**src/rtl/serial_tx.sv**
```systemverilog
// Parallel-to-serial frame transmitter: start bit, DATA_W data bits LSB first, stop bit.
// Each serial bit is held for CLKS_PER_BIT clocks; the line idles high.
module serial_tx #(
    parameter int DATA_W       = 8,
    parameter int CLKS_PER_BIT = 4
) (
    input  logic              clk,
    input  logic              rst,
    input  logic [DATA_W-1:0] data,
    input  logic              valid,
    output logic              ready,
    output logic              tx,
    output logic              busy,
    output logic              done
);

    localparam int BAUD_W = $clog2(CLKS_PER_BIT) + 1;
    localparam int BIT_W  = $clog2(DATA_W) + 1;
    localparam logic [BAUD_W-1:0] BAUD_LAST = BAUD_W'(CLKS_PER_BIT - 1);
    localparam logic [BIT_W-1:0]  BIT_LAST  = BIT_W'(DATA_W - 1);

    typedef enum logic [1:0] {IDLE, START, DATA, STOP} state_t;

    state_t              state_reg, state_next;
    logic [BAUD_W-1:0]   baud_reg, baud_next;
    logic [BIT_W-1:0]    bit_reg, bit_next;
    logic [DATA_W-1:0]   shift_reg, shift_next;
    logic                tx_next, ready_next, busy_next, done_next;
    logic                bit_end;

    // State register; outputs are registered copies of the values decoded for the next state.
    always_ff @(posedge clk or posedge rst) begin
        if (rst) begin
            state_reg <= IDLE;
            baud_reg  <= '0;
            bit_reg   <= '0;
            shift_reg <= '0;
            tx        <= 1'b1;
            ready     <= 1'b0;
            busy      <= 1'b0;
            done      <= 1'b0;
        end else begin
            state_reg <= state_next;
            baud_reg  <= baud_next;
            bit_reg   <= bit_next;
            shift_reg <= shift_next;
            tx        <= tx_next;
            ready     <= ready_next;
            busy      <= busy_next;
            done      <= done_next;
        end
    end

    assign bit_end = (baud_reg == BAUD_LAST);

    // Next-state logic
    always_comb begin
        state_next = state_reg;
        baud_next  = baud_reg;
        bit_next   = bit_reg;
        shift_next = shift_reg;
        case (state_reg)
            IDLE: begin
                if (valid && ready) begin
                    shift_next = data;
                    baud_next  = '0;
                    bit_next   = '0;
                    state_next = START;
                end
            end
            START: begin
                if (bit_end) begin
                    baud_next  = '0;
                    state_next = DATA;
                end else begin
                    baud_next = baud_reg + 1'b1;
                end
            end
            DATA: begin
                if (bit_end) begin
                    baud_next = '0;
                    if (bit_reg == BIT_LAST) begin
                        state_next = STOP;
                    end else begin
                        bit_next   = bit_reg + 1'b1;
                        shift_next = shift_reg >> 1;
                    end
                end else begin
                    baud_next = baud_reg + 1'b1;
                end
            end
            STOP: begin
                if (bit_end) begin
                    baud_next  = '0;
                    state_next = IDLE;
                end else begin
                    baud_next = baud_reg + 1'b1;
                end
            end
            default: state_next = IDLE;
        endcase
    end

    // Output decode from the next state, so done lands in the last cycle of the stop bit
    always_comb begin
        tx_next    = 1'b1;
        ready_next = 1'b0;
        busy_next  = 1'b1;
        done_next  = 1'b0;
        case (state_next)
            IDLE: begin
                ready_next = 1'b1;
                busy_next  = 1'b0;
            end
            START: tx_next = 1'b0;
            DATA:  tx_next = shift_next[0];
            STOP:  done_next = (baud_next == BAUD_LAST);
            default: begin
                ready_next = 1'b1;
                busy_next  = 1'b0;
            end
        endcase
    end

endmodule

```
**config.mk**
```make
export PLATFORM = sky130hd
export DESIGN_NAME = serial_tx
export DESIGN_NICKNAME = d
export VERILOG_FILES = /design/src/rtl/serial_tx.sv
export SDC_FILE = /design/constraint.sdc
export NUM_CORES = 1
export LEC_CHECK = 0
export ABC_AREA = 0
export ABC_CLOCK_PERIOD_IN_PS = 3950
export CELL_PAD_IN_SITES_DETAIL_PLACEMENT = 2
export CELL_PAD_IN_SITES_GLOBAL_PLACEMENT = 2
export CORE_MARGIN = 2
export CORE_UTILIZATION = 42
export CTS_BUF_LIST = sky130_fd_sc_hd__clkbuf_8
export CTS_CLUSTER_DIAMETER = 40
export CTS_CLUSTER_SIZE = 12
export DETAILED_ROUTE_END_ITERATION = 8
export DONT_BUFFER_PORTS = 1
export GPL_ROUTABILITY_DRIVEN = 0
export PLACE_DENSITY = 0.78
export RECOVER_POWER = 25
export SETUP_SLACK_MARGIN = 0.05
export SLEW_MARGIN = 20
export SYNTH_ARGS = -nofsm -noshare
export SYNTH_HDL_FRONTEND = slang
export SYNTH_SLANG_ARGS = --single-unit
```
**constraint.sdc**
```tcl
create_clock -name clk -period 3.95 [get_ports clk]
set_input_delay 0.5925 -clock clk [delete_from_list [all_inputs] [get_ports clk]]
set_output_delay 0.5925 -clock clk [all_outputs]
set_load 0.1 [all_outputs]
```
==> results of run 1 <==
-- worst max-delay path, cell delays in order (launching register included) --
cell and delay [ns]:
dfrtp_1 0.95, and4bb_4 0.49, o2bb2ai_2 0.19, a222oi_1 0.38
inv_1 0.09
-- placed cells by master (no fill, tap or decap), types with 2 or more instances in the layout --
cell type  netlist  final
nand2_1          2      2
nand3b_1         2      2
clkbuf_8         0      3
ha_1             2      2
dfrtp_1         20     20
inv_1           11     11
o21ai_0          3      3
a222oi_1         6      6
a21oi_1          2      2
a22o_1           2      2
nand2b_1         4      4
-- routing by layer --
| metal | global-route usage [%] | share of wire [%] | vias up |
|---|---|---|---|
| li1 | - | - | 291 |
| met1 | 25.8 | 46 | 332 |
| met2 | 25.5 | 50 | 12 |
| met3 | 2.59 | 2.3 | 5 |
| met4 | 9.21 | 2.0 | 0 |
| met5 | 0 | 0 | - |
-- per-stage QoR --
step / cells / hold WS [ns] / worst slack (ns)
finish: 109 / 0.357 / 1.73
global route: 109 / 0.419 / 1.55
CTS: 109 / 0.393 / 1.70
detailed placement: 105 / 0.490 / 1.72
global placement: 105 / 0.484 / 1.77
floorplan: 79 / 0.460 / 1.94
-- where the power goes --
| group | leakage, nW | internal, mW | switching [mW] |
|---|---|---|---|
| Combinational | 0.185 | 0.125 | 0.141 |
| Clock | 0.0255 | 0.0704 | 0.0729 |
| Sequential | 0.265 | 0.302 | 0.190 |
| Total | 0.476 | 0.497 | 0.404 |
-- cell type report --
type | instances | area (um2) | area share (%)
flip-flops and latches | 21 | 527 | 51.5
multi-input cells | 45 | 374 | 36.6
clock buffers | 3 | 41.3 | 4.03
clock inverters | 1 | 5.00 | 0.489
well taps | 28 | 35.0 | 3.42
inverters | 11 | 41.3 | 4.03
-- final timing paths --
path	cells after the start	to	slack, ns
worst max register to register	4	shift_reg[1]	1.73
worst min-delay path	1	state_reg[1]	0.36
worst max-delay path	4	shift_reg[1]	1.73
max in group asynchronous	1	shift_reg[6]	3.11
worst min register to register	2	shift_reg[6]	0.52
min in group clk	2	shift_reg[0]	0.43
-- Yosys cell counts, types with 2 or more instances --
cell type,number
o21ai_0,3
inv_1,11
nand2_1,2
nand3b_1,2
nand2b_1,4
a222oi_1,6
dfrtp_1,20
a22o_1,2
a21oi_1,2
ha_1,2
-- cell families (layout without fill, tap and decap cells) --
family / after synthesis / after routing / share of synthesized area (%)
XOR/XNOR: 1 / 1 / 0.912
AO/OA/AOI/OAI: 20 / 20 / 17.4
flip-flops: 21 / 21 / 54.8
buffers and inverters: 13 / 15 / 6.25
multiplexers: 2 / 2 / 2.21
AND/OR/NAND/NOR: 20 / 20 / 15.8
adder cells (fa/ha/maj): 2 / 2 / 2.60
==> metrics.csv, run 1 <==
stage,metric,value,unit
die,pin_count,15,
timing,setup_violations,0,
synth,syn_area,961,um2
synth,syn_nets,92,
synth,yosys.area.top_type_share,52.1,%
place,hpwl,1.35,mm
drt,drt_iter0_markers,27,
timing,drv_slew,0,
worst_setup_path,end_kind,flop,
synth,ys_async_sr_fraction,100,%
timing,slew_headroom,39.5,%
power_and_ir_drop,power,0.902,mW
timing,timing.final.crit_share,56.2,%
synth,synth_edf_count,0,
clocking,clk_pin_slew,0.08,ns
worst_setup_path,r2r-start,ready,
drt,wl_per_cell,17.8,um
global_routing,grt_pass1_wl,3.44,mm
timing,rsz0062_at_grt,no,
timing,fin_setup_tns,0,ns
timing,finalHoldViolCount,0,
synth,synthFlopType,dfrtp_1,
power_and_ir_drop,p_leak,0.476,nW
synth,yosys.area.top_type,dfrtp_1,
layout,fin_util,46.7,%
timing,min_period,2.22,ns
worst_setup_path,criticalPathCategory,flop to flop,
worst_setup_path,crit_path_start,ready,
drt,drt-total-wl,1.94,mm
clocking,clock_path_buffers,2,
drt,drt_first_pass_iters,4,
drt,num_vias,640,
clocking,cts.sinks,21,
layout,area_growth_syn_to_layout,6.51,%
layout,layout-drive-gt1-share,14.8,%
worst_setup_path,arrival,2.36,ns
clocking,cts_tree,built,
timing,tightest_slew,0.907,ns
drt,drc_errors,0,
worst_setup_path,worstSetupStartpointType,flop,
clocking,insertion_delay,0.26,ns
layout,largest_register_ff_count,8,
die,die-width,51.8,um
worst_setup_path,crit_fanout,13,
global_routing,antenna_found_initial,0,
die,die_h,51.8,um
drt,vias_per_cell,5.87,
layout,n_antenna_cell,0,
power_and_ir_drop,ir_worst_vdd,651,uV
global_routing,grt_max_degree,22,
die,die_area,2690,um2
layout,fin_nets,95,
clocking,cts_max_level,1,
synth,synth_seq_cells,21,
die,coreArea,2190,um2
layout,design_area,1020,um2
clocking,post-cts-setup-buffers,0,
synth,netlist_top_cells_area,"dfrtp_1, a222oi_1, inv_1",
synth,yosys_warnings,0,
worst_hold_path,hold_path.class,input port to async pin,
synth,yosysUniqueCellTypes,35,
synth,seq_area_frac_synth,54.8,%
worst_setup_path,worst_ep_required_time,4.09,ns
clocking,cts_root_buf,clkbuf_8,
clocking,holdBufCountCts,0,
clocking,cts_resized,0,
timing,finClkSkew,0.00112,ns
status,status,"complete, no violations",
synth,syn_inst,79,
synth,syn_area_per_cell,12.2,um2
drt,ant_nets,0,
layout,fillCellCount,225,
die,initial_core_util,43.9,%
global_routing,grt_pass1_vias,703,
place,portBuffers,0,
run,maxCapViolCount,0,
clocking,cts-buffers-inserted,3,
die,rows,17,
global_routing,grt_overflow,0,
timing,max_freq,450,MHz
power_and_ir_drop,power.density,881,nW/um2
place,place_area,977,um2
global_routing,gr-usage-all-layers,17.8,%
No activity file was read; power rests on OpenSTA's default activity.
==> run 2: changes to the inputs <==
- ABC_CLOCK_PERIOD_IN_PS: 3950 -> 2000
- CORE_UTILIZATION: 42 -> 38
- PLACE_DENSITY: 0.78 -> 0.75
- clock period: 3.95 -> 2 ns (I/O delays scaled with it)
==> run 2 against run 1 <==
- sequential share of layout area shrank 1.5 points
- flip-flop and latch count is the same
- clock skew is essentially flat
- clock-buffer cell count is the same
- cell count grew 5.5%
- combinational power grew to 2.8 times the previous value
- via count grew 1.3%
- highest routed layer unchanged
- register-to-register slack lost 1.5 ns
- design area grew 3.2%
- die area grew 9.7%
- clock power grew 93%
- global-route usage shrank 0.37 points
==> metrics.csv, run 2 (same netlist as run 1, synthesis figures left out) <==
stage,metric,value,unit,change
clocking,post-cts-setup-buffers,0,,unchanged
timing,fin_setup_tns,0,ns,unchanged
die,die_area,2950,um2,+9.7%
clocking,clock_path_buffers,2,,unchanged
drt,drt_first_pass_iters,4,,unchanged
worst_setup_path,worst_ep_required_time,2.19,ns,-1.90 ns
timing,setup_violations,0,,unchanged
drt,drc_errors,0,,unchanged
layout,largest_register_ff_count,8,,unchanged
clocking,clk_pin_slew,0.08,ns,about the same
die,pin_count,15,,unchanged
clocking,holdBufCountCts,0,,unchanged
layout,final_cell_mix,"dfrtp_1, inv_1, a222oi_1",,
worst_hold_path,hold_path.class,input port to async pin,,
timing,timing.final.crit_share,87.3,%,+31 points
clocking,cts.sinks,21,,unchanged
drt,num_vias,648,,+1.3%
worst_setup_path,worstSetupStartpointType,flop,,
timing,hold_ws,0.0732,ns,-0.283 ns
layout,n_antenna_cell,0,,unchanged
power_and_ir_drop,power.density,1740,nW/um2,+97%
worst_setup_path,arrival,1.94,ns,-0.42 ns
layout,layout-drive-gt1-share,18.8,%,+4.0 points
worst_setup_path,timing.rr.end,bit_reg[3],,
timing,tightest_slew,0.795,ns,-0.112 ns
drt,vias_per_cell,5.63,,-4.0%
timing,rsz0062_at_grt,no,,
layout,fin_nets,99,,+4.2%
worst_setup_path,reg2reg_depth,5,,+1
clocking,cts_max_level,1,,unchanged
timing,finalHoldViolCount,0,,unchanged
place,portBuffers,0,,unchanged
global_routing,grt_pass1_wl,3.48,mm,+1.4%
timing,max_freq,573,MHz,+27%
global_routing,grt_max_degree,22,,unchanged
layout,layout_commonest_cell,dfrtp_1,,
worst_setup_path,cp_num_buf_inv,0,,-1
clocking,cts_resized,0,,unchanged
die,rows,18,,+1
worst_setup_path,reg2reg_slack,0.25,ns,-1.47 ns
worst_setup_path,end_kind,flop,,
die,die_h,54.3,um,+4.7%
worst_setup_path,cp_cell_sequence,ha_1 -> and3b_1 -> o2bb2ai_2 -> or3_1 -> a21oi_1,,
worst_setup_path,max_stage_delay,0.41,ns,-0.54 ns
worst_setup_path,endpoint,bit_reg[3],,
worst_setup_path,crit_fanout,13,,unchanged
run,maxCapViolCount,0,,unchanged
die,die-width,54.3,um,+4.7%
die,coreArea,2430,um2,+11%
timing,min_period,1.75,ns,-0.476 ns
timing,finClkSkew,0.00117,ns,+0.0000432 ns
global_routing,gr-usage-all-layers,17.4,%,-0.37 points
place,place_area,1010,um2,+3.5%
clocking,cts_tree,built,,
clocking,insertion_delay,0.26,ns,about the same
clocking,cts-buffers-inserted,3,,unchanged
worst_setup_path,crit_slowest_cell,dfrtp_1,,
place,hpwl,1.40,mm,+3.6%
global_routing,antenna_found_initial,0,,unchanged
drt,wl_per_cell,18.3,um,+3.0%
die,initial_core_util,39.5,%,-4.4 points
drt,ant_nets,0,,unchanged
global_routing,grt_overflow,0,,unchanged
status,status,"complete, no violations",,
worst_setup_path,criticalPathCategory,flop to flop,,
drt,drt-total-wl,2.11,mm,+8.7%
layout,area_growth_syn_to_layout,9.90,%,
worst_setup_path,crit_family,simple AND/OR/NAND/NOR gates,,
clocking,cts_root_buf,clkbuf_8,,
layout,design_area,1060,um2,+3.2%
worst_setup_path,crit_cells,5,,+1
layout,fin_util,43.4,%,-3.3 points
power_and_ir_drop,power,1.83,mW,+100%
worst_setup_path,crit_path_start,bit_reg[0],,
global_routing,grt_pass1_vias,687,,-2.3%
power_and_ir_drop,p_leak,0.497,nW,+4.4%
drt,drt_iter0_markers,41,,+52%
timing,drv_slew,0,,unchanged
worst_setup_path,r2r-start,bit_reg[0],,
power_and_ir_drop,ir_worst_vdd,1060,uV,+62%
timing,slew_headroom,46.9,%,+7.4 points
[run 2: cell types whose count changed in the layout (fill, tap and decap cells not counted), sizes merged]
cell / change
buf: +4
clkinv: -1
inv: +1
[run 2: power breakdown]
group | total [mW] | internal (mW) | switching [mW]
sequential | 0.801 | 0.603 | 0.198
clock | 0.276 | 0.137 | 0.140
combinational | 0.756 | 0.281 | 0.476
total | 1.83 | 1.02 | 0.813
[run 2: how the worst min path moves through the flow]
stage          startpoint            to  slack, ns  depth (start not counted)
2_1_floorplan         rst   baud_reg[0]       0.28                          1
3_3_place_gp          rst          busy       0.38                          1
3_5_place_dp          rst  shift_reg[0]       0.40                          1
4_1_cts               rst  shift_reg[0]       0.11                          1
5_1_grt               rst  shift_reg[0]       0.14                          1
6_report              rst  shift_reg[0]       0.07                          1
[run 2: worst reg2reg max path, delay by kind of cell (launching register included)]
kind | cells | cell delay (ns)
AOI/OAI and AO/OA | 2 | 0.39
DFF | 1 | 0.41
adders and majority gates | 1 | 0.23
and+or+nand+nor | 2 | 0.64
[run 2: stage by stage]
step	cells	worst slack, ns
5_1_grt	115	0.0922
2_1_floorplan	79	0.295
3_5_place_dp	111	0.278
6_report	115	0.254
3_3_place_gp	111	0.315
4_1_cts	115	0.245
[run 2: cell type report]
cell class	count	area (um2)
clock buffers	3	41.3
clock inverters	1	3.75
fillers	271	1380
inverters	11	41.3
multi-input cells	45	374
flip-flops and latches	21	528
well taps	30	37.5
repair buffers	4	30.0
[run 2: routing by layer]
layer / vias up / part of all wire [%] / routed length (um) / track usage, %
met4: 0 / 2.1 / 44 / 8.75
met3: 5 / 4.1 / 87 / 3.55
met1: 322 / 46 / 964 / 22.9
li1: 304 / - / - / -
met2: 17 / 48 / 1010 / 27.1
met5: - / 0 / 0 / 0
